--- src/rtl/mseq_stack.sv ---
// Microsequencer: eight next-address modes over a register-based return stack,
// driving an external combinational microcode ROM.
module mseq_stack #(
  parameter int OPCODE_WIDTH    = 7,
  parameter int ADDR_WIDTH      = 13,
  parameter int CONTROL_WIDTH   = 34,
  parameter int COND_SEL_WIDTH  = 2,
  parameter int STACK_DEPTH     = 4,
  parameter int INITIAL_ADDRESS = 0,
  localparam int COND_COUNT = 2**COND_SEL_WIDTH,
  localparam int W          = CONTROL_WIDTH + ADDR_WIDTH + COND_SEL_WIDTH + 4,
  localparam int DEPTH_W    = $clog2(STACK_DEPTH + 1)
) (
  input  logic                     clock,
  input  logic                     notReset,
  input  logic                     stall,
  input  logic [OPCODE_WIDTH-1:0]  opcode,
  input  logic [COND_COUNT-1:0]    cond,
  output logic [ADDR_WIDTH-1:0]    rom_addr,
  input  logic [W-1:0]             rom_data,
  output logic [CONTROL_WIDTH-1:0] control,
  output logic [DEPTH_W-1:0]       depth,
  output logic                     err
);

  localparam int IDX_W = (STACK_DEPTH > 1) ? $clog2(STACK_DEPTH) : 1;
  localparam logic [ADDR_WIDTH-1:0] INIT_ADDR = ADDR_WIDTH'(INITIAL_ADDRESS);

  typedef enum logic [2:0] {
    M_NEXT     = 3'd0,
    M_JUMP     = 3'd1,
    M_DISPATCH = 3'd2,
    M_BRANCH   = 3'd3,
    M_CALL     = 3'd4,
    M_RET      = 3'd5,
    M_CALLC    = 3'd6,
    M_WAIT     = 3'd7
  } mode_e;

  mode_e                     mode_s;
  logic                      pol_s;
  logic [COND_SEL_WIDTH-1:0] cond_sel_s;
  logic [ADDR_WIDTH-1:0]     next_addr_s;
  logic                      take_s;
  logic [ADDR_WIDTH-1:0]     upc_inc_s;
  logic [ADDR_WIDTH-1:0]     next_upc_s;
  logic                      push_s;
  logic                      pop_s;
  logic                      underflow_s;
  logic                      overflow_s;
  logic                      full_s;
  logic                      empty_s;
  logic [IDX_W-1:0]          top_idx_s;
  logic [IDX_W-1:0]          push_idx_s;

  logic [ADDR_WIDTH-1:0]     upc_r;
  logic [DEPTH_W-1:0]        depth_r;
  logic                      err_r;
  logic [ADDR_WIDTH-1:0]     stack_r [STACK_DEPTH];

  assign mode_s      = mode_e'(rom_data[2:0]);
  assign pol_s       = rom_data[3];
  assign cond_sel_s  = rom_data[4 +: COND_SEL_WIDTH];
  assign next_addr_s = rom_data[4 + COND_SEL_WIDTH +: ADDR_WIDTH];
  assign control     = rom_data[W-1 -: CONTROL_WIDTH];

  assign take_s     = cond[cond_sel_s] ^ pol_s;
  assign upc_inc_s  = upc_r + ADDR_WIDTH'(1);
  assign full_s     = (depth_r == DEPTH_W'(STACK_DEPTH));
  assign empty_s    = (depth_r == DEPTH_W'(0));
  // Top index wraps when empty; it is only consumed when the stack holds an entry.
  assign top_idx_s  = IDX_W'(depth_r - DEPTH_W'(1));
  assign push_idx_s = IDX_W'(depth_r);
  assign overflow_s = push_s & full_s;

  // Next-address selection and stack intent for the current microword.
  always_comb begin
    next_upc_s  = upc_inc_s;
    push_s      = 1'b0;
    pop_s       = 1'b0;
    underflow_s = 1'b0;
    case (mode_s)
      M_NEXT:     next_upc_s = upc_inc_s;
      M_JUMP:     next_upc_s = next_addr_s;
      M_DISPATCH: next_upc_s = {next_addr_s[ADDR_WIDTH-1:OPCODE_WIDTH], opcode};
      M_BRANCH: begin
        if (take_s) next_upc_s = next_addr_s;
        else        next_upc_s = upc_inc_s;
      end
      M_CALL: begin
        next_upc_s = next_addr_s;
        push_s     = 1'b1;
      end
      M_RET: begin
        if (empty_s) begin
          next_upc_s  = INIT_ADDR;
          underflow_s = 1'b1;
        end else begin
          next_upc_s = stack_r[top_idx_s];
          pop_s      = 1'b1;
        end
      end
      M_CALLC: begin
        if (take_s) begin
          next_upc_s = next_addr_s;
          push_s     = 1'b1;
        end else begin
          next_upc_s = upc_inc_s;
        end
      end
      M_WAIT: begin
        if (take_s) next_upc_s = upc_inc_s;
        else        next_upc_s = upc_r;
      end
      default:    next_upc_s = upc_inc_s;
    endcase
  end

  // Sequencer state: upc, return stack, occupancy and sticky error; all frozen by stall.
  always_ff @(posedge clock or negedge notReset) begin
    if (!notReset) begin
      upc_r   <= INIT_ADDR;
      depth_r <= DEPTH_W'(0);
      err_r   <= 1'b0;
      for (int i = 0; i < STACK_DEPTH; i++) stack_r[i] <= ADDR_WIDTH'(0);
    end else if (!stall) begin
      upc_r <= next_upc_s;
      err_r <= err_r | overflow_s | underflow_s;
      if (push_s && !full_s) begin
        stack_r[push_idx_s] <= upc_inc_s;
        depth_r             <= depth_r + DEPTH_W'(1);
      end else if (pop_s) begin
        depth_r <= depth_r - DEPTH_W'(1);
      end
    end
  end

  assign rom_addr = upc_r;
  assign depth    = depth_r;
  assign err      = err_r;

endmodule

--- config.mk ---
export PLATFORM = sky130hd
export DESIGN_NAME = mseq_stack
export DESIGN_NICKNAME = d
export VERILOG_FILES = /design/src/rtl/mseq_stack.sv
export SDC_FILE = /design/constraint.sdc
export NUM_CORES = 1
export LEC_CHECK = 0
export BUFFER_PORTS_ARGS = -buffer_cell sky130_fd_sc_hd__clkbuf_2
export CORE_MARGIN = 5
export CORE_UTILIZATION = 44
export DETAILED_ROUTE_END_ITERATION = 16
export PLACE_DENSITY = 0.7
export SETUP_SLACK_MARGIN = 0.05
export SYNTH_ARGS = -nofsm -noshare
export SYNTH_HDL_FRONTEND = slang
export SYNTH_SLANG_ARGS = --single-unit
--- constraint.sdc ---
create_clock -name clock -period 3.3 [get_ports clock]
set_clock_uncertainty 0.15 [all_clocks]
set_input_delay 0.495 -clock clock [delete_from_list [all_inputs] [get_ports clock]]
set_output_delay 0.495 -clock clock [all_outputs]
set_load 0.02 [all_outputs]
==> results.rst <==
.. list-table::
   :header-rows: 1

   * - Metric
     - Value
   * - Global-route met2 utilization
     - 0.2742
   * - Synthesized-area fraction occupied by adder cells
     - 0.01846
   * - Signed area change from the synthesized netlist to the final layout
     - 8.400%
   * - Post-route cell area
     - approximately 0.0044 mm^2
   * - Placer congestion estimate
     - 0.8155
   * - Post-CTS clock slew at the launch and capture registers of the worst setup and hold paths
     - around 0.080 ns
   * - Combinational cell fraction of total power
     - 0.373
   * - Number of flops mapped to enable cells by yosys
     - 0
   * - Buffers inserted by post-CTS timing repair
     - 0
   * - Logic depth of the worst path, buffers included
     - 6
   * - Critical path's slowest cell
     - sky130_fd_sc_hd__ha_1
   * - Layout cell share with drive strength beyond 1
     - 0.3767
   * - Top Usage Layer GRT
     - met2
   * - Sequential fraction of design power
     - 0.405
   * - Timing endpoint of the critical path
     - rom_addr[2]
   * - Fmax
     - between 0.3 and 0.4 GHz
   * - # resized after CTS
     - 0
   * - Power density of the placed cells
     - between 700 and 800 mW/mm^2
   * - Final worst setup slack
     - 0.6713 ns
   * - Detailed placement HPWL
     - ~6600 um
   * - Fraction of synthesis flops using an asynchronous set or reset pin
     - 1.000
   * - Clock insertion delay at the later pin of the skew report
     - 0.36 ns
   * - Number of warnings printed during yosys synthesis
     - 0
   * - Time the final worst path needs with I/O delays and setup
     - approximately 2.6 ns
   * - XOR/XNOR share of the synthesized area
     - 0.03415
   * - Synth area leader
     - sky130_fd_sc_hd__dfrtp_1
   * - Synth area leaders
     - sky130_fd_sc_hd__dfrtp_1 (42%), sky130_fd_sc_hd__mux2_2 (14%), sky130_fd_sc_hd__mux4_2 (7.8%)
   * - Worst Setup End Kind
     - register
   * - Critical path class
     - register to register
   * - Total routing resource utilization after global routing
     - 0.1677
   * - Via Count
     - 2887
   * - Fill cell instance count of the final layout
     - 813
   * - Total wire length
     - 9209 um
   * - Fraction of power spent switching nets
     - 0.3413
   * - Startpoint Class
     - register
   * - Crit-path leading delay family
     - adder cells
   * - Worst min-delay path class
     - input pin to asynchronous set/reset pin
   * - Count of input and output buffers
     - 49
   * - Reg2Reg Setup Slack
     - around 0.67 ns
   * - Worst path bufs/invs
     - 1
   * - Simple-gate share of the synthesized area
     - 0.08523
   * - Worst setup slack before clock tree synthesis
     - between 0.4 and 0.5 ns
   * - Global-route wire length before repair
     - between 10000 and 15000 um
   * - R2r startpoint
     - depth[1]
   * - Count of final hold-check violations
     - 0
   * - Unrepaired setup endpoints after global routing
     - false
   * - Worst-path cell chain
     - inv_1 -> ha_1 -> mux4_2 -> a22o_1 -> a221oi_1 -> o211ai_1
   * - Area of the mapped netlist
     - 0.004066 mm^2
   * - Post-route fraction of the period consumed by the critical path
     - 0.7966
   * - CTS buffer count
     - 9
   * - Final hold slack
     - between 0.015 and 0.02 ns
   * - Die H
     - between 100 and 150 um
   * - CP peak stage delay
     - about 0.76 ns
   * - Root buf cell
     - sky130_fd_sc_hd__clkbuf_8
   * - FF+latch count, synth
     - 69
   * - Largest family of logic cells by synthesized area
     - multiplexers
   * - Met1 capacity usage during global routing
     - 0.2119
   * - Sequential cell area fraction in the yosys report
     - 0.4246
   * - Synthesized instance count
     - approximately 360
   * - Number of failing setup endpoints in the final timing report
     - 0
   * - Die Area
     - between 0.01 and 0.015 mm^2
   * - Number of placed instances, taps included
     - around 470
   * - DRC errors left
     - 0
   * - Net switching power
     - 1.200 mW
   * - Diodes inserted
     - 0
   * - Grt ovf
     - 0
   * - Least-Margin Pin Slew
     - a little under 1 ns
   * - Mux contribution to synthesized area
     - 0.2231
   * - Synth Area per Inst
     - 11.42 um^2
   * - Initial Util
     - 0.4464
   * - Total number of clock tree sinks
     - between 60 and 70
   * - Via density
     - roughly 5.9
   * - Critical path fanouts, max
     - 15
   * - Maximum vdd drop
     - between 0.2 and 0.3 mV
   * - Status
     - finished, final reports clean
   * - Post-synthesis compound-gate area fraction
     - 0.1215
   * - Average detailed-routed wire length per instance
     - between 15 and 20 um
   * - R2R cell count
     - 6
   * - Max_slew headroom
     - 0.3570
   * - Via count of the first global-routing pass
     - about 2800
   * - GR Layer Usage met3
     - 0.04675
   * - I/O pin total
     - roughly 120
   * - Critical path required time
     - 3.39 ns
   * - Proportion of netlist area held by the largest area contributor
     - 0.4246
   * - Largest net degree at the start of global routing
     - 30
   * - Fin Setup TNS
     - 0 ns
   * - Core Rows
     - 35
   * - Reg area
     - around 0.0017 mm^2
   * - Clock tree from TritonCTS
     - done
   * - Internal power contribution
     - 2.315 mW
   * - Post-DRT Antenna Nets
     - 0
   * - Endpoint of the worst register-to-register path
     - rom_addr[2]
   * - Synth Flop Type
     - sky130_fd_sc_hd__dfrtp_1
   * - Number of search-and-repair iterations in the first detailed-routing pass
     - 4
   * - Total area of multi-input combinational cells
     - 0.001962 mm^2
   * - Clock network fraction of total power
     - 0.222
   * - H-tree level count
     - 3
   * - Number of antenna violations at the first check in global routing
     - 0
   * - Placeable core region
     - 0.009109 mm^2
   * - Static leakage
     - a little under 2 nW
   * - Deepest clock path buffer count
     - 2
   * - Post-Place Cell Area
     - approximately 0.0042 mm^2
   * - Post-synthesis cell type count
     - 46
   * - Worst Setup SP
     - depth[1]
   * - Final max-slew violation count
     - 0
   * - Nets
     - between 400 and 500
   * - Data arrival at the endpoint of the critical path
     - between 2 and 3 ns
   * - Count of non-filler cells in the finished layout
     - 488
   * - Maximum Capacitance Violations
     - 0
   * - Die boundary width
     - 106.1 um
   * - Synthesized netlist net count
     - ~430
   * - Hold buffers post-CTS
     - 0
   * - Number of DRC violations after detailed-routing iteration 0
     - around 150
[cells by family after synthesis]
family | Yosys count
buf+inv | 63
mux | 67
simple gates | 62
compound gates | 74
flops | 69
xor+xnor | 15
fa+ha+maj | 6
[cell type report]
cell class | count | area share
multi-input cells | 224 | 0.4451
flip-flops and latches | 69 | 0.3917
repair buffers | 60 | 0.07437
well taps | 111 | 0.03151
clock buffers | 9 | 0.02810
clock inverters | 7 | 0.02242
inverters | 8 | 0.006812
[metal layers]
metal,vias to the layer above,wire length (um),share of wire
met3,28,431,0.047
li1,1317,-,-
met5,-,0,0
met4,0,212,0.023
met1,1460,3968,0.43
met2,82,4596,0.50
[cell usage after synthesis (6+ instances only)]
cell type and n:
sky130_fd_sc_hd__dfrtp_1 69, sky130_fd_sc_hd__clkbuf_1 10, sky130_fd_sc_hd__o21ai_0 13, sky130_fd_sc_hd__nand4_1 8, sky130_fd_sc_hd__buf_2 11, sky130_fd_sc_hd__nand3_1 7
sky130_fd_sc_hd__a22o_1 8, sky130_fd_sc_hd__nand2_1 16, sky130_fd_sc_hd__a31oi_1 7, sky130_fd_sc_hd__mux4_2 14, sky130_fd_sc_hd__xnor2_1 7, sky130_fd_sc_hd__buf_4 34
sky130_fd_sc_hd__xor2_1 7, sky130_fd_sc_hd__mux2_2 49, sky130_fd_sc_hd__a21oi_1 21, sky130_fd_sc_hd__inv_1 7, sky130_fd_sc_hd__ha_1 6
[power groups by stage]
stage          Sequential (mW)  Combinational [mW]  Clock (mW)
2_1_floorplan             1.44                1.01           0
3_5_place_dp              1.44                1.32           0
3_3_place_gp              1.42                1.29           0
5_1_grt                   1.47                1.43       0.827
4_1_cts                   1.42                1.33       0.785
6_report                  1.43                1.31       0.781
[worst reg2reg max path, delay by kind of cell, from the launching register on]
family | cells | cell delay (ns)
fa+ha+maj | 1 | 0.76
buf+inv | 1 | 0.12
mux | 1 | 0.43
compound gates | 3 | 0.62
flops | 1 | 0.44
[cells in the final DEF, fill, tap and decap left out, types with 3 or more instances in the layout]
master                      n
sky130_fd_sc_hd__nor3_1     5
sky130_fd_sc_hd__a22o_1     8
sky130_fd_sc_hd__a211oi_1   3
sky130_fd_sc_hd__clkbuf_2  48
sky130_fd_sc_hd__inv_1      7
sky130_fd_sc_hd__xnor2_1    7
sky130_fd_sc_hd__ha_1       6
sky130_fd_sc_hd__mux4_2    14
sky130_fd_sc_hd__xor2_1     7
sky130_fd_sc_hd__o32a_1     5
sky130_fd_sc_hd__a21oi_1   21
sky130_fd_sc_hd__o21a_1     5
sky130_fd_sc_hd__and3_1     3
sky130_fd_sc_hd__dfrtp_1   69
sky130_fd_sc_hd__clkbuf_8   9
sky130_fd_sc_hd__buf_4     11
sky130_fd_sc_hd__mux2_2    49
sky130_fd_sc_hd__nor2_1     5
sky130_fd_sc_hd__nand4_1    8
sky130_fd_sc_hd__nand3_1    7
sky130_fd_sc_hd__nand2_1   16
sky130_fd_sc_hd__mux2i_1    4
sky130_fd_sc_hd__o21ai_0   13
sky130_fd_sc_hd__a31oi_1    7
sky130_fd_sc_hd__o21bai_1   3
sky130_fd_sc_hd__nor4b_1    5
[through the flow]
| stage | total power [mW] | utilization |
|---|---|---|
| 3_5_place_dp | 2.761 | 0.4595 |
| 6_report | 3.515 | 0.4839 |
| 2_1_floorplan | 2.449 | - |
| 5_1_grt | 3.721 | 0.4839 |
| 4_1_cts | 3.535 | 0.4839 |
| 3_3_place_gp | 2.706 | 0.4595 |
[worst min-delay path by stage]
stage          slack [ns]  cells after the start           to
4_1_cts              0.03                      1  stack_r[50]
5_1_grt              0.05                      1  stack_r[50]
6_report             0.02                      1  stack_r[50]
3_3_place_gp         0.31                      2  stack_r[13]
3_5_place_dp         0.32                      1          err
2_1_floorplan        0.05                      0     depth[0]
[state kept, by name, indices dropped and copies added (netlist names)]
| signal | count |
|---|---|
| depth | 3 |
| err | 1 |
| rom_addr | 13 |
| stack_r | 52 |
Power figures use the tool's default switching activity.
